File: config.mk
export PLATFORM = sky130hd
export DESIGN_NAME = spi_arbiter
export DESIGN_NICKNAME = d
export VERILOG_FILES = /design/src/rtl/spi_arbiter.sv
export SDC_FILE = /design/constraint.sdc
export NUM_CORES = 1
export LEC_CHECK = 0
export BUFFER_PORTS_ARGS = -buffer_cell sky130_fd_sc_hd__buf_2
export CAP_MARGIN = 20
export CORE_AREA = 3 3 86 88
export CTS_CLUSTER_SIZE = 24
export DETAILED_ROUTE_END_ITERATION = 10
export DIE_AREA = 0 0 89 91
export HOLD_SLACK_MARGIN = 0.12
export PLACE_DENSITY = 0.51
export SKIP_CTS_REPAIR_TIMING = 1
export SYNTH_ARGS = -nofsm -noshare
export SYNTH_HDL_FRONTEND = slang
export SYNTH_SLANG_ARGS = --single-unit
File: constraint.sdc
create_clock -name clk -period 2.08 [get_ports clk]
set_input_delay 0.208 -clock clk [delete_from_list [all_inputs] [get_ports clk]]
set_output_delay 0.208 -clock clk [all_outputs]
set_load 0.005 [all_outputs]
File: src/rtl/spi_arbiter.sv
// Round-robin arbiter that shares one SPI master among four requesters.
// Each grant runs one byte transfer. A transfer is aborted if the master stalls for too long.
module spi_arbiter #(
  parameter int NREQ    = 4,
  parameter int TIMEOUT = 1023
) (
  input  logic              clk,
  input  logic              reset,
  input  logic [NREQ-1:0]   req,
  input  logic [8*NREQ-1:0] tx_data,
  output logic [NREQ-1:0]   gnt,
  output logic [NREQ-1:0]   done,
  output logic [7:0]        rx_data,
  output logic              err,
  output logic              busy,
  output logic              m_start,
  output logic              m_en,
  output logic [7:0]        m_data_in,
  input  logic              m_ss,
  input  logic [7:0]        m_data_out
);

  localparam int IW = $clog2(NREQ);
  localparam int CW = 10;
  localparam logic [CW-1:0]   TMO = CW'(TIMEOUT);
  localparam logic [NREQ-1:0] ONE = {{(NREQ-1){1'b0}}, 1'b1};

  typedef enum logic [2:0] {
    S_IDLE     = 3'd0,
    S_LAUNCH   = 3'd1,
    S_WAIT_SEL = 3'd2,
    S_WAIT_REL = 3'd3,
    S_FINISH   = 3'd4
  } state_t;

  state_t          state_r, state_s;
  logic [IW-1:0]   idx_r, idx_s;
  logic [IW-1:0]   ptr_r, ptr_s;
  logic [CW-1:0]   cnt_r, cnt_s;
  logic [NREQ-1:0] gnt_r, gnt_s;
  logic [NREQ-1:0] done_r, done_s;
  logic [7:0]      rx_r, rx_s;
  logic [7:0]      mdi_r, mdi_s;
  logic            err_r, err_s;
  logic            busy_r, busy_s;
  logic            start_r, start_s;
  logic            en_r, en_s;
  logic [IW:0]     pick_s;
  logic            waiting_s;
  logic            timeout_s;

  // {found, index}. This is the first asserted request at or above p, and the search wraps around.
  // The loop runs downward, so the lowest offset is written last and wins.
  function automatic logic [IW:0] rr_pick(input logic [NREQ-1:0] r, input logic [IW-1:0] p);
    logic [IW:0]   res;
    logic [IW-1:0] cand;
    res = {(IW+1){1'b0}};
    for (int k = NREQ - 1; k >= 0; k--) begin
      cand = p + IW'(k);
      if (r[cand]) begin
        res = {1'b1, cand};
      end else begin
        res = res;
      end
    end
    return res;
  endfunction

  assign pick_s    = rr_pick(req, ptr_r);
  assign waiting_s = (state_r == S_WAIT_SEL) || (state_r == S_WAIT_REL);
  assign timeout_s = waiting_s && (cnt_r == TMO);

  // State register and registered outputs
  always_ff @(posedge clk) begin
    if (!reset) begin
      state_r <= S_IDLE;
      idx_r   <= {IW{1'b0}};
      ptr_r   <= {IW{1'b0}};
      cnt_r   <= {CW{1'b0}};
      gnt_r   <= {NREQ{1'b0}};
      done_r  <= {NREQ{1'b0}};
      rx_r    <= 8'h00;
      mdi_r   <= 8'h00;
      err_r   <= 1'b0;
      busy_r  <= 1'b0;
      start_r <= 1'b0;
      en_r    <= 1'b0;
    end else begin
      state_r <= state_s;
      idx_r   <= idx_s;
      ptr_r   <= ptr_s;
      cnt_r   <= cnt_s;
      gnt_r   <= gnt_s;
      done_r  <= done_s;
      rx_r    <= rx_s;
      mdi_r   <= mdi_s;
      err_r   <= err_s;
      busy_r  <= busy_s;
      start_r <= start_s;
      en_r    <= en_s;
    end
  end

  // Next-state logic. An expired timeout takes priority over any m_ss progress in the same cycle.
  always_comb begin
    state_s = state_r;
    case (state_r)
      S_IDLE: begin
        if (pick_s[IW]) state_s = S_LAUNCH;
        else            state_s = S_IDLE;
      end
      S_LAUNCH: state_s = S_WAIT_SEL;
      S_WAIT_SEL: begin
        if (timeout_s)  state_s = S_IDLE;
        else if (!m_ss) state_s = S_WAIT_REL;
        else            state_s = S_WAIT_SEL;
      end
      S_WAIT_REL: begin
        if (timeout_s)  state_s = S_IDLE;
        else if (m_ss)  state_s = S_FINISH;
        else            state_s = S_WAIT_REL;
      end
      S_FINISH: state_s = S_IDLE;
      default:  state_s = S_IDLE;
    endcase
  end

  // Output logic. These are the next values of the registered outputs and bookkeeping.
  // The values are decoded from the state being entered, so the outputs line up with that state.
  always_comb begin
    gnt_s  = gnt_r;
    done_s = {NREQ{1'b0}};
    rx_s   = rx_r;
    mdi_s  = mdi_r;
    err_s  = 1'b0;
    idx_s  = idx_r;
    ptr_s  = ptr_r;
    cnt_s  = cnt_r;
    case (state_r)
      S_IDLE: begin
        if (pick_s[IW]) begin
          idx_s = pick_s[IW-1:0];
          gnt_s = ONE << pick_s[IW-1:0];
          mdi_s = tx_data[{pick_s[IW-1:0], 3'b000} +: 8];
        end else begin
          gnt_s = {NREQ{1'b0}};
        end
      end
      S_LAUNCH: cnt_s = {CW{1'b0}};
      S_WAIT_SEL, S_WAIT_REL: begin
        if (timeout_s) begin
          err_s = 1'b1;
          gnt_s = {NREQ{1'b0}};
          ptr_s = idx_r + 1'b1;
        end else begin
          cnt_s = cnt_r + 1'b1;
          if ((state_r == S_WAIT_REL) && m_ss) begin
            rx_s   = m_data_out;
            done_s = ONE << idx_r;
          end else begin
            rx_s = rx_r;
          end
        end
      end
      S_FINISH: begin
        gnt_s = {NREQ{1'b0}};
        ptr_s = idx_r + 1'b1;
      end
      default: begin
        gnt_s = {NREQ{1'b0}};
      end
    endcase
    start_s = (state_s == S_LAUNCH);
    en_s    = (state_s != S_IDLE);
    busy_s  = (state_s != S_IDLE);
  end

  assign gnt       = gnt_r;
  assign done      = done_r;
  assign rx_data   = rx_r;
  assign err       = err_r;
  assign busy      = busy_r;
  assign m_start   = start_r;
  assign m_en      = en_r;
  assign m_data_in = mdi_r;

endmodule
==> results by group <==
Hold path
  • Hold Crit Depth: 3
  • Hold Crit Class: in -> reg
  • HP Start: m_data_out[3]

Floorplan
  • Num rows: 30
  • I/O Pins: 75
  • Die area: 8099 µm²
  • Initial Util: 29.91%
  • Die width: 89 µm
  • Core area: 6719 µm²
  • Chip height: 91 µm

Finish
  • Layout cells sized above 1: 32.77%
  • Fill cell count: 684
  • Multi-input gate area: 1047 µm²
  • Antenna diodes: 0
  • Fin nets: 343
  • Layout area overhead: 28.08%
  • Register area: 880.8 µm²

Yosys
  • Ys Warns: 0
  • Synth area leader: dfxtp_1
  • Syn Area/Cell: 9.134 µm²
  • Post-Syn Nets: 268
  • Post-synthesis async set-or-reset flop share: 0%
  • Syn Inst Count: 220
  • FF+latch count, synth: 44
  • Cell area after synthesis: 2009 µm²
  • Count of cell types in the netlist: 44
  • Most common cell in the netlist: dfxtp_1
  • Sequential fraction of the synthesis area: 43.84%
  • Synth top cells by count: dfxtp_1, nand3_1, nor2_1, nand2_1, mux2i_1
  • Post-synth top area share: 43.84%
  • Synth top area cells: dfxtp_1, mux2i_1, nand3_1
  • Main synth FF type: dfxtp_1
  • EDFF count, synth: 0

GRT
  • Total grt overflow: 0
  • Antenna violations before repair: 0
  • GRT Util Overall: 13.24%
  • First-pass GRT wire length: 8569 µm
  • Vias in the first global route: 1829
  • Largest net degree at the start of global routing: 27

Critical path
  • Worst R2R Path Depth: 6
  • Worst Path Required: 2.28 ns
  • WP data arrival: 1.94 ns
  • Worst reg2reg path startpoint: cnt_r[0]
  • Launch point of the worst path: cnt_r[0]
  • Worst R2R Setup Slack: 0.33 ns
  • Crit path capture type: flop
  • Setup Crit Path Kind: reg -> reg
  • Maximum fanout along the worst path: 9
  • Startpoint Class: flop

Detailed routing
  • WL final: 4888 µm
  • Total number of vias: 1859
  • DRT iter0 DRCs: 123
  • DRC: 0
  • DR pass1 iterations: 4
  • WL per Instance: 13.00 µm
  • Via density: 4.944
  • Antenna Nets Post-Route: 0

Power
  • Max VDD drop: 315.2 µV
  • PD cells: 748.4 nW/µm²
  • Leak: 1.228 nW

STA
  • Max Fclk: 572.7 MHz
  • Final hold vios: 0
  • Skew final: 0.008013 ns
  • Slew Viols, Final: 0
  • Final setup TNS: 0 ns
  • Setup ws final: 0.3339 ns
  • Tcrit/Tclk final: 83.95%
  • Slew @ Worst Pin: 0.5791 ns
  • Final Critical Period: 1.746 ns
  • RSZ-0062 raised after global routing: no
  • Max-slew headroom: 61.13%
  • Final setup fails: 0

Clock tree
  • Clk Latency, worst-skew pair: 0.30 ns
  • Root buf cell: clkbuf_8
  • CTS Buf Count: 5
  • Sink Count: 44
  • CTS clock-pin slew for the worst setup and hold paths: 0.09 ns
  • Clk buf depth: 2
  • CTS tree: done
  • H-Tree Depth: 2

Outcome
  • Status: finished, final reports clean

Place
  • Pre-CTS setup slack: 0.3536 ns
  • Port bufs: 74
  • RD Place Congestion: 0.7755
  • DPL Wire Length: 3506 µm

Run
  • MaxCap Viol Count: 0
[cell type report]
type                    count  share of cell area (%)
clock inverters             3                   1.799
repair buffers             79                   15.85
flip-flops and latches     44                   34.22
inverters                   6                  0.8751
well taps                  80                   3.889
clock buffers               5                   2.674
multi-input cells         159                   40.69
[worst max-delay path: stages (launching register included)]
cell,delay [ns]
dfxtp_1,0.39
ha_1,0.24
and4_1,0.22
nand4_2,0.23
nand2_1,0.23
nor2_1,0.12
a32o_1,0.22
[registers in the layout (all words and copies together) (netlist names)]
name and cells:
m_en 1, gnt 4, m_data_in 8, rx_data 8, done 4, ptr_r 2
cnt_r 10, idx_r 2, state_r 3, err 1, m_start 1
[metrics by stage]
step	util [%]	hold WS [ns]	total power, mW	std cells	instance area, µm²
after detailed placement	36.59	0.4385	1.273	368	2459
after global placement	36.59	0.4283	1.275	368	2459
after global routing	38.31	0.1385	2.035	376	2574
final	38.31	0.1319	1.926	376	2574
after floorplan	-	0.3454	1.148	220	2009
after CTS	38.31	0.1199	1.958	376	2574
[path summary, 6_finish.rpt]
path,end
min,rx_data[3]
max,gnt[0]
min reg2reg,rx_data[1]
max reg2reg,gnt[0]
[kinds of logic after synthesis]
family	after synthesis	synth area share, %
AO/OA/AOI/OAI	38	13.51
XOR/XNOR	8	3.487
adder cells (fa/ha/maj)	1	0.6226
buffers and inverters	17	4.047
flip-flops	44	43.84
multiplexers	18	9.028
AND/OR/NAND/NOR	94	25.47
[per-layer routing]
layer	global-route usage, %	wire [µm]	part of all wire [%]
met5	0	0	0
met4	4.467	79	1.6
met3	3.358	267	5.5
met2	20.48	2272	46
met1	17.77	2268	46
[layout by cell type, fill, tap and decap left out, types with 2 or more instances in the layout]
| master | instances |
|---|---|
| a32o_1 | 4 |
| nor2_1 | 21 |
| nand4_2 | 2 |
| nand2b_1 | 4 |
| nand3_1 | 23 |
| xor2_1 | 7 |
| and3_1 | 4 |
| nand2_1 | 18 |
| o21ai_1 | 12 |
| mux2i_1 | 17 |
| a21oi_1 | 5 |
| inv_2 | 2 |
| nor3_1 | 5 |
| nand4_1 | 2 |
| buf_4 | 5 |
| o221ai_1 | 8 |
| buf_2 | 74 |
| inv_1 | 4 |
| dfxtp_1 | 44 |
| a211oi_1 | 3 |
| nor3b_1 | 2 |
| and4_1 | 2 |
| clkbuf_8 | 5 |
| nand2_4 | 2 |
[power by group]
group | total (mW) | switching [mW] | internal (mW)
Sequential | 0.931 | 0.0380 | 0.893
Clock | 0.676 | 0.314 | 0.362
Combinational | 0.319 | 0.173 | 0.146
No activity file was read; power rests on OpenSTA's default activity.
